### src/rtl/instruction_fetch_pkg.sv
// instruction_fetch_pkg: fetch FSM state encodings and shared constants
package instruction_fetch_pkg;
  typedef enum logic [2:0] {
    FETCH_IDLE  = 3'd0,
    FETCH_REQ   = 3'd1,
    FETCH_HOLD  = 3'd2,
    FETCH_DRAIN = 3'd3,
    FETCH_FAULT = 3'd4
  } fetch_state_e;
  localparam logic [1:0] INSTR_ALIGN_MASK = 2'b11;
  localparam int RISCV_INSTR_WIDTH = 32;
endpackage

### src/rtl/instruction_fetch_watchdog.sv
// instruction_fetch_watchdog: clearable counter flagging a memory response that never arrives
module instruction_fetch_watchdog #(
  parameter int timeout_cycles = 16
) (
  input  logic clk,
  input  logic rst,
  input  logic clear,
  input  logic enable,
  output logic expired
);
  localparam int W = $clog2(timeout_cycles);
  logic [W-1:0] count;
  assign expired = count == W'(timeout_cycles - 1);
  // count waiting cycles, saturating at the expiry value
  always_ff @(posedge clk) begin
    if (rst || clear) count <= '0;
    else if (enable && !expired) count <= count + 1'b1;
  end
endmodule

### src/rtl/instruction_fetch.sv
// instruction_fetch: fetches one word per pc over req/rvalid and hands it to decode
module instruction_fetch
  import instruction_fetch_pkg::*;
#(
  parameter int addr_size      = 32,
  parameter int instr_size     = RISCV_INSTR_WIDTH,
  parameter int timeout_cycles = 16
) (
  input  logic                  clk,
  input  logic                  rst,
  input  logic [addr_size-1:0]  pc,
  output logic                  pc_latch,
  output logic                  mem_req,
  output logic [addr_size-1:0]  mem_addr,
  input  logic [instr_size-1:0] mem_rdata,
  input  logic                  mem_rvalid,
  input  logic                  flush,
  output logic [instr_size-1:0] instr,
  output logic [addr_size-1:0]  instr_pc,
  output logic                  instr_valid,
  input  logic                  instr_ready,
  output logic                  fault
);
  fetch_state_e state, state_next;
  logic expired;
  logic waiting;
  assign waiting = state == FETCH_REQ || state == FETCH_DRAIN;
  assign mem_req = waiting;
  instruction_fetch_watchdog #(.timeout_cycles(timeout_cycles)) u_watchdog (
    .clk(clk),
    .rst(rst),
    .clear(state == FETCH_IDLE),
    .enable(waiting && !mem_rvalid),
    .expired(expired)
  );
  // state register
  always_ff @(posedge clk) begin
    if (rst) state <= FETCH_IDLE;
    else state <= state_next;
  end
  // next state and the pc advance pulse; flush always wins over a decode accept
  always_comb begin
    state_next = state;
    pc_latch = state == FETCH_HOLD && instr_ready && !flush;
    case (state)
      FETCH_IDLE:  state_next = |(pc[1:0] & INSTR_ALIGN_MASK) ? FETCH_FAULT : FETCH_REQ;
      FETCH_REQ:   state_next = flush ? (mem_rvalid ? FETCH_IDLE : FETCH_DRAIN)
                              : mem_rvalid ? FETCH_HOLD : expired ? FETCH_FAULT : FETCH_REQ;
      FETCH_HOLD:  state_next = flush || instr_ready ? FETCH_IDLE : FETCH_HOLD;
      FETCH_DRAIN: state_next = mem_rvalid ? FETCH_IDLE : expired ? FETCH_FAULT : FETCH_DRAIN;
      FETCH_FAULT: state_next = FETCH_FAULT;
      default:     state_next = FETCH_IDLE;
    endcase
  end
  // address capture, response capture and registered status flags
  always_ff @(posedge clk) begin
    if (rst) begin
      mem_addr <= '0;
      instr <= '0;
      instr_pc <= '0;
      instr_valid <= 1'b0;
      fault <= 1'b0;
    end else begin
      if (state == FETCH_IDLE) mem_addr <= pc;
      if (state == FETCH_REQ && mem_rvalid && !flush) begin
        instr <= mem_rdata;
        instr_pc <= mem_addr;
      end
      instr_valid <= state_next == FETCH_HOLD;
      fault <= state_next == FETCH_FAULT;
    end
  end
endmodule

### config.mk
export PLATFORM = sky130hd
export DESIGN_NAME = instruction_fetch
export DESIGN_NICKNAME = d
export VERILOG_FILES = /design/src/rtl/instruction_fetch_pkg.sv /design/src/rtl/instruction_fetch_watchdog.sv /design/src/rtl/instruction_fetch.sv
export SDC_FILE = /design/constraint.sdc
export NUM_CORES = 1
export LEC_CHECK = 0
export CAP_MARGIN = 10
export CORE_MARGIN = 2
export CORE_UTILIZATION = 62
export CTS_CLUSTER_SIZE = 30
export DETAILED_ROUTE_END_ITERATION = 6
export DONT_BUFFER_PORTS = 1
export GPL_TIMING_DRIVEN = 1
export PLACE_DENSITY = 0.79
export SLEW_MARGIN = 30
export SYNTH_ARGS = -nofsm -noshare
export SYNTH_HDL_FRONTEND = slang
export SYNTH_SLANG_ARGS = --single-unit
### constraint.sdc
create_clock -name clk -period 1.6 [get_ports clk]
set_input_delay 0.32 -clock clk [delete_from_list [all_inputs] [get_ports clk]]
set_output_delay 0.32 -clock clk [all_outputs]
set_load 0.01 [all_outputs]
== Word-level counts from Yosys, hierarchy flattened ==
Cells that the tools add are included.
W data, S select, Z words.

* Output and inout bits: 100
* Memories: 0
* Flip-flop bits (word level): 105
* RAM bits: 0
* ROM bits: 0
* Latch bits: 0
* Input port bits: 69

* Equal/unequal tests: 7
* Add/sub/neg operators: 1
* Reductions and logical operators: 14
* Multiplexer cells: 9
* Bitwise logic cells: 0
* $lt $le $gt $ge: 0
* Shift operators: 0
* Multipliers: 0
* Div/mod/pow operators: 0

{| class="wikitable"
|+ Operator list
! kind !! number
|-
| $mux W3 || 6
|-
| $pmux W3 S5 || 1
|-
| $eq A3 B2 Y1 const B || 3
|-
| $eq A3 B3 Y1 const B || 2
|-
| $logic_and A1 B1 Y1 || 6
|-
| $add A4 B1 Y4 const B || 1
|-
| $eq A4 B4 Y1 const B || 1
|-
| $mux W2 || 2
|-
| $eq A3 B1 Y1 const B || 1
|-
| $logic_not A1 Y1 || 3
|-
| $logic_not A3 Y1 || 1
|-
| $logic_or A1 B1 Y1 || 3
|-
| $reduce_or A2 Y1 || 1
|}

== Logic depth before layout (Yosys ltp) ==
Gate-level depths: netlist of run 1.

* Depth in word-level cells: 6
* Depth in mapped cells: 6
* Mapped depth without buffers: 4

== Modules after synthesis ==
From an unflattened synthesis of run 1, not the netlist that was laid out.

* Cells, all modules: 467
* Area total of the unflattened synthesis: 4445.5 µm²

{| class="wikitable"
|+ By module, submodules not included
! module !! cells each !! times used !! area each (µm²) !! seq. area each (µm²)
|-
| instruction_fetch || 445 || 1 || 4234.1 || 2021.9
|-
| instruction_fetch_watchdog || 22 || 1 || 211.5 || 80.1
|}

== Worst setup path after synthesis of run 1 ==
OpenSTA, ideal clock, no wires.

* Path kind: register -> output
* Start: reg state[1]
* End: out pc_latch
* Path slack: 150 ps
* Arrival: 1130 ps
* Buffers on the path: 2
* Required time: 1280 ps
* Stages on the path, launching flop included: 5
* Cells stage by stage: dfxtp_1 -> buf_6 -> clkbuf_1 -> nor3b_1 -> and3b_1

* Cells in the longest elaborated chain, start to end: 3

{| class="wikitable"
|+ Ends and longest elaborated chain
! item !! RTL line !! RTL
|-
| start: declaration || instruction_fetch.sv:24 || <nowiki>fetch_state_e state, state_next;</nowiki>
|-
| start signal: assignment || instruction_fetch.sv:39 || <nowiki>else state <= state_next;</nowiki>
|-
| $eq A3 B2 Y1 || instruction_fetch.sv:44 || <nowiki>pc_latch = state == FETCH_HOLD && instr_ready && !flush;</nowiki>
|-
| $logic_and A1 B1 Y1 (2 in series) || instruction_fetch.sv:44 ||
|-
| end: declaration || instruction_fetch.sv:12 || <nowiki>output logic pc_latch,</nowiki>
|}

No other way between the ends.

== Worst setup path in the final report of run 1 ==
* Start: reg state[0]
* End: out pc_latch

Same word-level chain as after synthesis.

==> results.json, run 1 <==
{
  "die_area_mm2": 0.007072,
  "clkTransAtPathRegs_ns": 0.09,
  "root_buffer": "clkbuf_8",
  "setup_slack_placement_ns": 0.1620,
  "postSynthRegisterBits": 105,
  "worstPathBufferInverterCount": 1,
  "ys_top_cells_by_area": "dfxtp_1, a21oi_1, nand3_1",
  "timing.critical_path.cells": "buf_6 -> nor3b_4 -> and3b_2",
  "final_core_utilization_pct": 68.13,
  "drive_above_1_share_pct": 9.168,
  "critical_path.max_stage_delay_ns": 0.34,
  "cp.required_ns": 1.28,
  "max_layer_used": "met4",
  "yosysTopAreaCell": "dfxtp_1",
  "floorplan.core_area_mm2": 0.006277,
  "crit_path_max_fanout": 9,
  "die_x_um": 84.10,
  "finalMaxSlewViolations": 0,
  "rows": 29,
  "max-clock-path-buffers": 2,
  "ys_seq_area_share_pct": 52.85,
  "wl_met2_mm": 4.554,
  "htree_levels": 3,
  "period_share_pct": 97.80,
  "cell_area_after_synthesis_mm2": 0.003978,
  "sum_of_routed_wire_segments_on_met1_mm": 3.771,
  "cts_tree": "done",
  "worstSetupStartpointType": "register",
  "commonest_non_fill_non_tap_cells_in_the_layout": "dfxtp_1, a21oi_1, nand3_1, o21ai_0, nand2_1",
  "maxClockFrequency_mhz": 639.0,
  "final-hold-violation-count": 0,
  "min-delay-path-class": "in2reg",
  "irDropWorstVdd_v": 0.0006887,
  "syn_nets": 556,
  "dr.first_iter.drc_count": 183,
  "final_common_cell": "dfxtp_1",
  "postLayoutSetupSlackWorst_ns": 0.03517,
  "tritoncts.num_buffers": 9,
  "global_route_wire_length_before_repair_mm": 15.29,
  "maximum_number_of_pins_on_one_net_before_global_route_repair": 106,
  "route.met3.wl_um": 986,
  "postSynthCellCount": 486,
  "ant_nets": 0,
  "worst_slew_margin_rel_pct": 70.98,
  "die_h_um": 84.10,
  "area_growth_pct": 7.518,
  "rsz_0062_raised_after_global_routing": "yes",
  "total_power_mw": 4.601,
  "drc_errors": 0,
  "power_density_mw_per_mm2": 1076,
  "slowest_stage": "dfxtp_2",
  "antenna-diode-count": 0,
  "clock_sinks": 105,
  "yosysWarnings": 0,
  "starting_density_of_the_core_pct": 63.36,
  "multiInputGateArea_mm2": 0.001693,
  "power_leakage_nw": 1.448,
  "arrival_ns": 1.24,
  "worst_slew_pin_slew_ns": 0.4354,
  "drv_cap": 0,
  "synth.distinct_cells": 33,
  "post_detail_place_hpwl_mm": 6.253,
  "grt_remaining_overflow": 0,
  "post_route_skew_ns": 0.009749,
  "antenna_found_initial": 0,
  "io_pins": 169,
  "worstSetupEndpointType": "output port",
  "layout.nets": 536,
  "gpl.final_weighted_congestion": 0.7711,
  "final_critical_path_time_including_i_o_delays_and_setup_ns": 1.565,
  "finalWirelength_mm": 9.480,
  "run_status": "complete, no violations",
  "finalHoldWorstSlack_ns": 0.02734,
  "setup_viol": 0,
  "critical_path_class": "reg2out",
  "routed-via-count": 3386,
  "drtPass1Iterations": 5,
  "fillers": 512,
  "area_share_of_the_largest_cell_type_after_synthesis_pct": 52.85,
  "post_drt_wl_per_cell_um": 17.36,
  "gr-usage-all-layers_pct": 26.37,
  "via_per_inst": 6.201,
  "postSynthAreaPerCell_um2": 8.184,
  "cp_top_family": "simple AND/OR/NAND/NOR gates",
  "clock_insertion_delay_at_the_later_pin_of_the_skew_report_ns": 0.35,
  "io_buffer_count": 0,
  "grt_pass1_vias": 3169,
  "layout.area.seq_mm2": 0.002108
}
-- kinds of logic (layout without fill, tap and decap cells) --
group | after synthesis | in the layout | share of synthesized area (%)
fa+ha+maj | 1 | 1 | 0.3145
flops | 105 | 105 | 52.85
xor+xnor | 1 | 1 | 0.2202
buf+inv | 51 | 34 | 5.567
compound gates | 173 | 173 | 22.37
simple gates | 154 | 154 | 18.43
mux | 1 | 1 | 0.2517
-- worst paths after layout --
kind | endpoint | startpoint | depth (start not counted) | slack, ns
setup / recovery | pc_latch | state[0] | 3 | 0.04
hold reg to reg | mem_addr[7] | mem_addr[7] | 2 | 0.52
hold / removal | mem_addr[23] | rst | 1 | 0.03
setup reg to reg | u_watchdog.count[0] | u_watchdog.count[0] | 4 | 0.16
-- power by group --
group	leakage, nW	total (mW)	switching (mW)	internal, mW
sequential	0.855	2.81	0.112	2.69
clock	0.0872	1.54	0.831	0.706
combinational	0.506	0.258	0.157	0.101
-- metrics by stage --
step	area (um^2)	std cells	setup TNS, ns
3_5_place_dp	4073	532	0
3_3_place_gp	4073	532	0
4_1_cts	4262	546	0
5_1_grt	4277	546	-0.01686
6_report	4277	546	0
2_1_floorplan	3978	486	0
-- cell type report --
cell class | instances | area share [%]
Sequential cell | 105 | 49.30
Multi-Input combinational cell | 330 | 39.58
Timing Repair Buffer | 18 | 4.418
Clock buffer | 9 | 2.896
Tap cell | 77 | 2.253
Clock inverter | 5 | 1.375
Inverter | 2 | 0.1755
-- synthesized netlist by cell type --
library cell and instances:
a211oi_1 1, a211oi_2 1, a21oi_1 100, a22oi_1 1
and3_1 1, and3b_1 1, buf_1 3, buf_2 9
buf_4 1, buf_6 2, clkbuf_1 34, dfxtp_1 105
ha_1 1, inv_1 1, inv_2 1, mux2i_1 1
nand2_1 64, nand3_1 70, nand4bb_1 1, nor2_1 2
nor2b_1 2, nor3_1 1, nor3_2 1, nor3b_1 3
nor4_1 1, nor4bb_1 1, o211a_1 1, o21ai_0 67
o31a_1 1, o31ai_1 1, or3_1 5, or3b_4 1
xor2_1 1
-- state kept, by name, indices dropped and copies added, names as in the netlist --
name,flops
state,3
u_watchdog.count,4
instr_valid,1
fault,1
instr,32
mem_addr,32
instr_pc,32
-- what timing repair did --
action | CTS | global route
buffers inserted | 0 | 0
hold buffers | 0 | 0
pin swaps | 2 | 1
endpoints found under the setup margin | 1 | 1
resized for setup | 2 | 5
-- per-layer routing --
metal  up-vias  track usage [%]
met3        15            10.19
li1       1646                -
met4         0            9.531
met2       154            41.56
met5         -                0
met1      1571            32.89
(Power assumes the default switching activity.)
==> run 2, diff against run 1 <==
--- a/config.mk
+++ b/config.mk
@@ -7,12 +7,13 @@
 export LEC_CHECK = 0
 export CAP_MARGIN = 10
 export CORE_MARGIN = 2
-export CORE_UTILIZATION = 62
+export CORE_UTILIZATION = 45
 export CTS_CLUSTER_SIZE = 30
 export DETAILED_ROUTE_END_ITERATION = 6
 export DONT_BUFFER_PORTS = 1
 export GPL_TIMING_DRIVEN = 1
-export PLACE_DENSITY = 0.79
+export MAX_ROUTING_LAYER = met4
+export PLACE_DENSITY = 0.61
 export SLEW_MARGIN = 30
 export SYNTH_ARGS = -nofsm -noshare
 export SYNTH_HDL_FRONTEND = slang
==> run 2 against run 1 <==
Wire length increased by 8.4%. First-iteration DRC count decreased by 28%. Sequential power about the same. Sequential cell count unchanged. Critical path type unchanged.
==> results.json, run 2 (synthesis results as in run 1) <==
{
  "area_growth_pct": 8.650,
  "routed-via-count": 3423,
  "maximum_number_of_pins_on_one_net_before_global_route_repair": 84,
  "ant_nets": 0,
  "cp_top_family": "simple AND/OR/NAND/NOR gates",
  "top_regs": "instr x32, instr_pc x32, mem_addr x32",
  "run_status": "complete, no violations",
  "critical_path.max_stage_delay_ns": 0.40,
  "setup_viol": 0,
  "worstSetupEndpointType": "output port",
  "layout.nets": 539,
  "reg2reg_slack_ns": 0.12,
  "final_common_cell": "dfxtp_1",
  "drive_above_1_share_pct": 9.091,
  "drtPass1Iterations": 4,
  "power_leakage_nw": 1.458,
  "post-route-cell-area_mm2": 0.004322,
  "critical_path_class": "reg2out",
  "startpoint": "state[1]",
  "arrival_ns": 1.20,
  "max-clock-path-buffers": 2,
  "worst_slew_margin_rel_pct": 36.25,
  "regToRegEndpoint": "mem_addr[26]",
  "worst-r2r-cell-count": 5,
  "grt_remaining_overflow": 0,
  "grt_pass1_vias": 3178,
  "cp.required_ns": 1.28,
  "fin_tns_setup_ns": 0,
  "maxClockFrequency_mhz": 657.9,
  "min-delay-path-class": "in2reg",
  "tritoncts.num_buffers": 9,
  "clock_sinks": 105,
  "power_density_mw_per_mm2": 1050,
  "io_buffer_count": 0,
  "cp.depth": 2,
  "cts_tree": "done",
  "final-hold-violation-count": 0,
  "setup_slack_placement_ns": 0.1134,
  "worst_slew_pin_slew_ns": 0.9531,
  "worstSetupStartpointType": "register",
  "period_share_pct": 95.00,
  "drc_errors": 0,
  "irDropWorstVdd_v": 0.0005628,
  "crit_path_max_fanout": 6,
  "starting_density_of_the_core_pct": 46.06,
  "clock_insertion_delay_at_the_later_pin_of_the_skew_report_ns": 0.36,
  "finalWirelength_mm": 10.28,
  "postLayoutSetupSlackWorst_ns": 0.08007,
  "htree_levels": 3,
  "rsz_0062_raised_after_global_routing": "no",
  "worstPathBufferInverterCount": 0,
  "clkTransAtPathRegs_ns": 0.09,
  "r2r-start": "state[0]",
  "gr-usage-all-layers_pct": 21.37,
  "post_drt_wl_per_cell_um": 17.69,
  "post_route_skew_ns": 0.01108,
  "timing.critical_path.cells": "nor3b_2 -> and3b_2",
  "commonest_non_fill_non_tap_cells_in_the_layout": "dfxtp_1, a21oi_1, nand3_1, o21ai_0, nand2_1",
  "post_detail_place_hpwl_mm": 6.395,
  "antenna_found_initial": 0,
  "die_x_um": 98.02,
  "final_critical_path_time_including_i_o_delays_and_setup_ns": 1.520,
  "rows": 34,
  "antenna-diode-count": 0,
  "die_h_um": 98.02,
  "drv_cap": 0,
  "critPathCapture": "pc_latch",
  "postCtsSetupBuffers": 0,
  "floorplan.core_area_mm2": 0.008636,
  "global_route_wire_length_before_repair_mm": 16.15,
  "die_area_mm2": 0.009607,
  "dr.first_iter.drc_count": 132,
  "gpl.final_weighted_congestion": 0.8790,
  "placed_cell_area_mm2": 0.004104,
  "slowest_stage": "dfxtp_4",
  "io_pins": 169,
  "finalMaxSlewViolations": 0,
  "root_buffer": "clkbuf_8",
  "via_per_inst": 5.892
}
run 2: cell count changes in the layout (fill, tap and decap cells not counted), sizes merged:
cell         change
buf              -1
bufinv           -1
dlygate4sd3      +4
inv              +2
run 2: layer usage:
metal  vias to the layer above  share of wire [%]  global-route usage, %
li1                       1656                  -                      -
met4                         0                2.1                  8.120
met1                      1588                 42                  24.86
met2                       161                 47                  33.72
met5                         -                  0                      -
met3                        18                9.7                  7.946
run 2: timing repair:
action                     CTS  global route
gates resized for setup      1             4
setup endpoints to repair    1            16
hold buffers                 3             1
hold endpoints to repair    21            19
run 2: layout make-up:
| type | count | area, um^2 |
|---|---|---|
| Inverter | 2 | 7.507 |
| Timing Repair Buffer | 21 | 217.7 |
| Clock inverter | 6 | 42.54 |
| Tap cell | 108 | 135.1 |
| Multi-Input combinational cell | 330 | 1687 |
| Fill cell | 814 | 4314 |
| Clock buffer | 9 | 123.9 |
| Sequential cell | 105 | 2108 |
run 2: how the worst min path moves through the flow:
stage | endpoint | cells past startpoint | startpoint
global route | instr[1] | 1 | rst
detailed placement | instr_pc[8] | 1 | rst
CTS | mem_addr[26] | 1 | rst
global placement | mem_addr[26] | 1 | rst
floorplan | mem_addr[0] | 2 | pc[0]
finish | mem_addr[22] | 1 | rst
run 2: report_power, final:
group	total [mW]	internal [mW]	switching, mW
clock network	1.45	0.563	0.883
logic	0.284	0.110	0.173
registers	2.81	2.69	0.113
run 2: stage by stage:
step	hold slack (ns)	std cells	power (mW)	util [%]
CTS	0.0007983	580	4.600	49.86
global route	0.002104	581	4.773	50.04
finish	0.03295	581	4.536	50.04
global placement	0.3950	562	3.118	47.52
detailed placement	0.3979	562	3.129	47.52
floorplan	0.4560	486	3.070	-
==> run 3, diff against run 2 <==
--- a/config.mk
+++ b/config.mk
@@ -5,7 +5,7 @@
 export SDC_FILE = /design/constraint.sdc
 export NUM_CORES = 1
 export LEC_CHECK = 0
-export CAP_MARGIN = 10
+export CAP_MARGIN = 20
 export CORE_MARGIN = 2
 export CORE_UTILIZATION = 45
 export CTS_CLUSTER_SIZE = 30
==> results of run 3 <==
The final DEF is identical to that of run 2; final timing and power are the same.
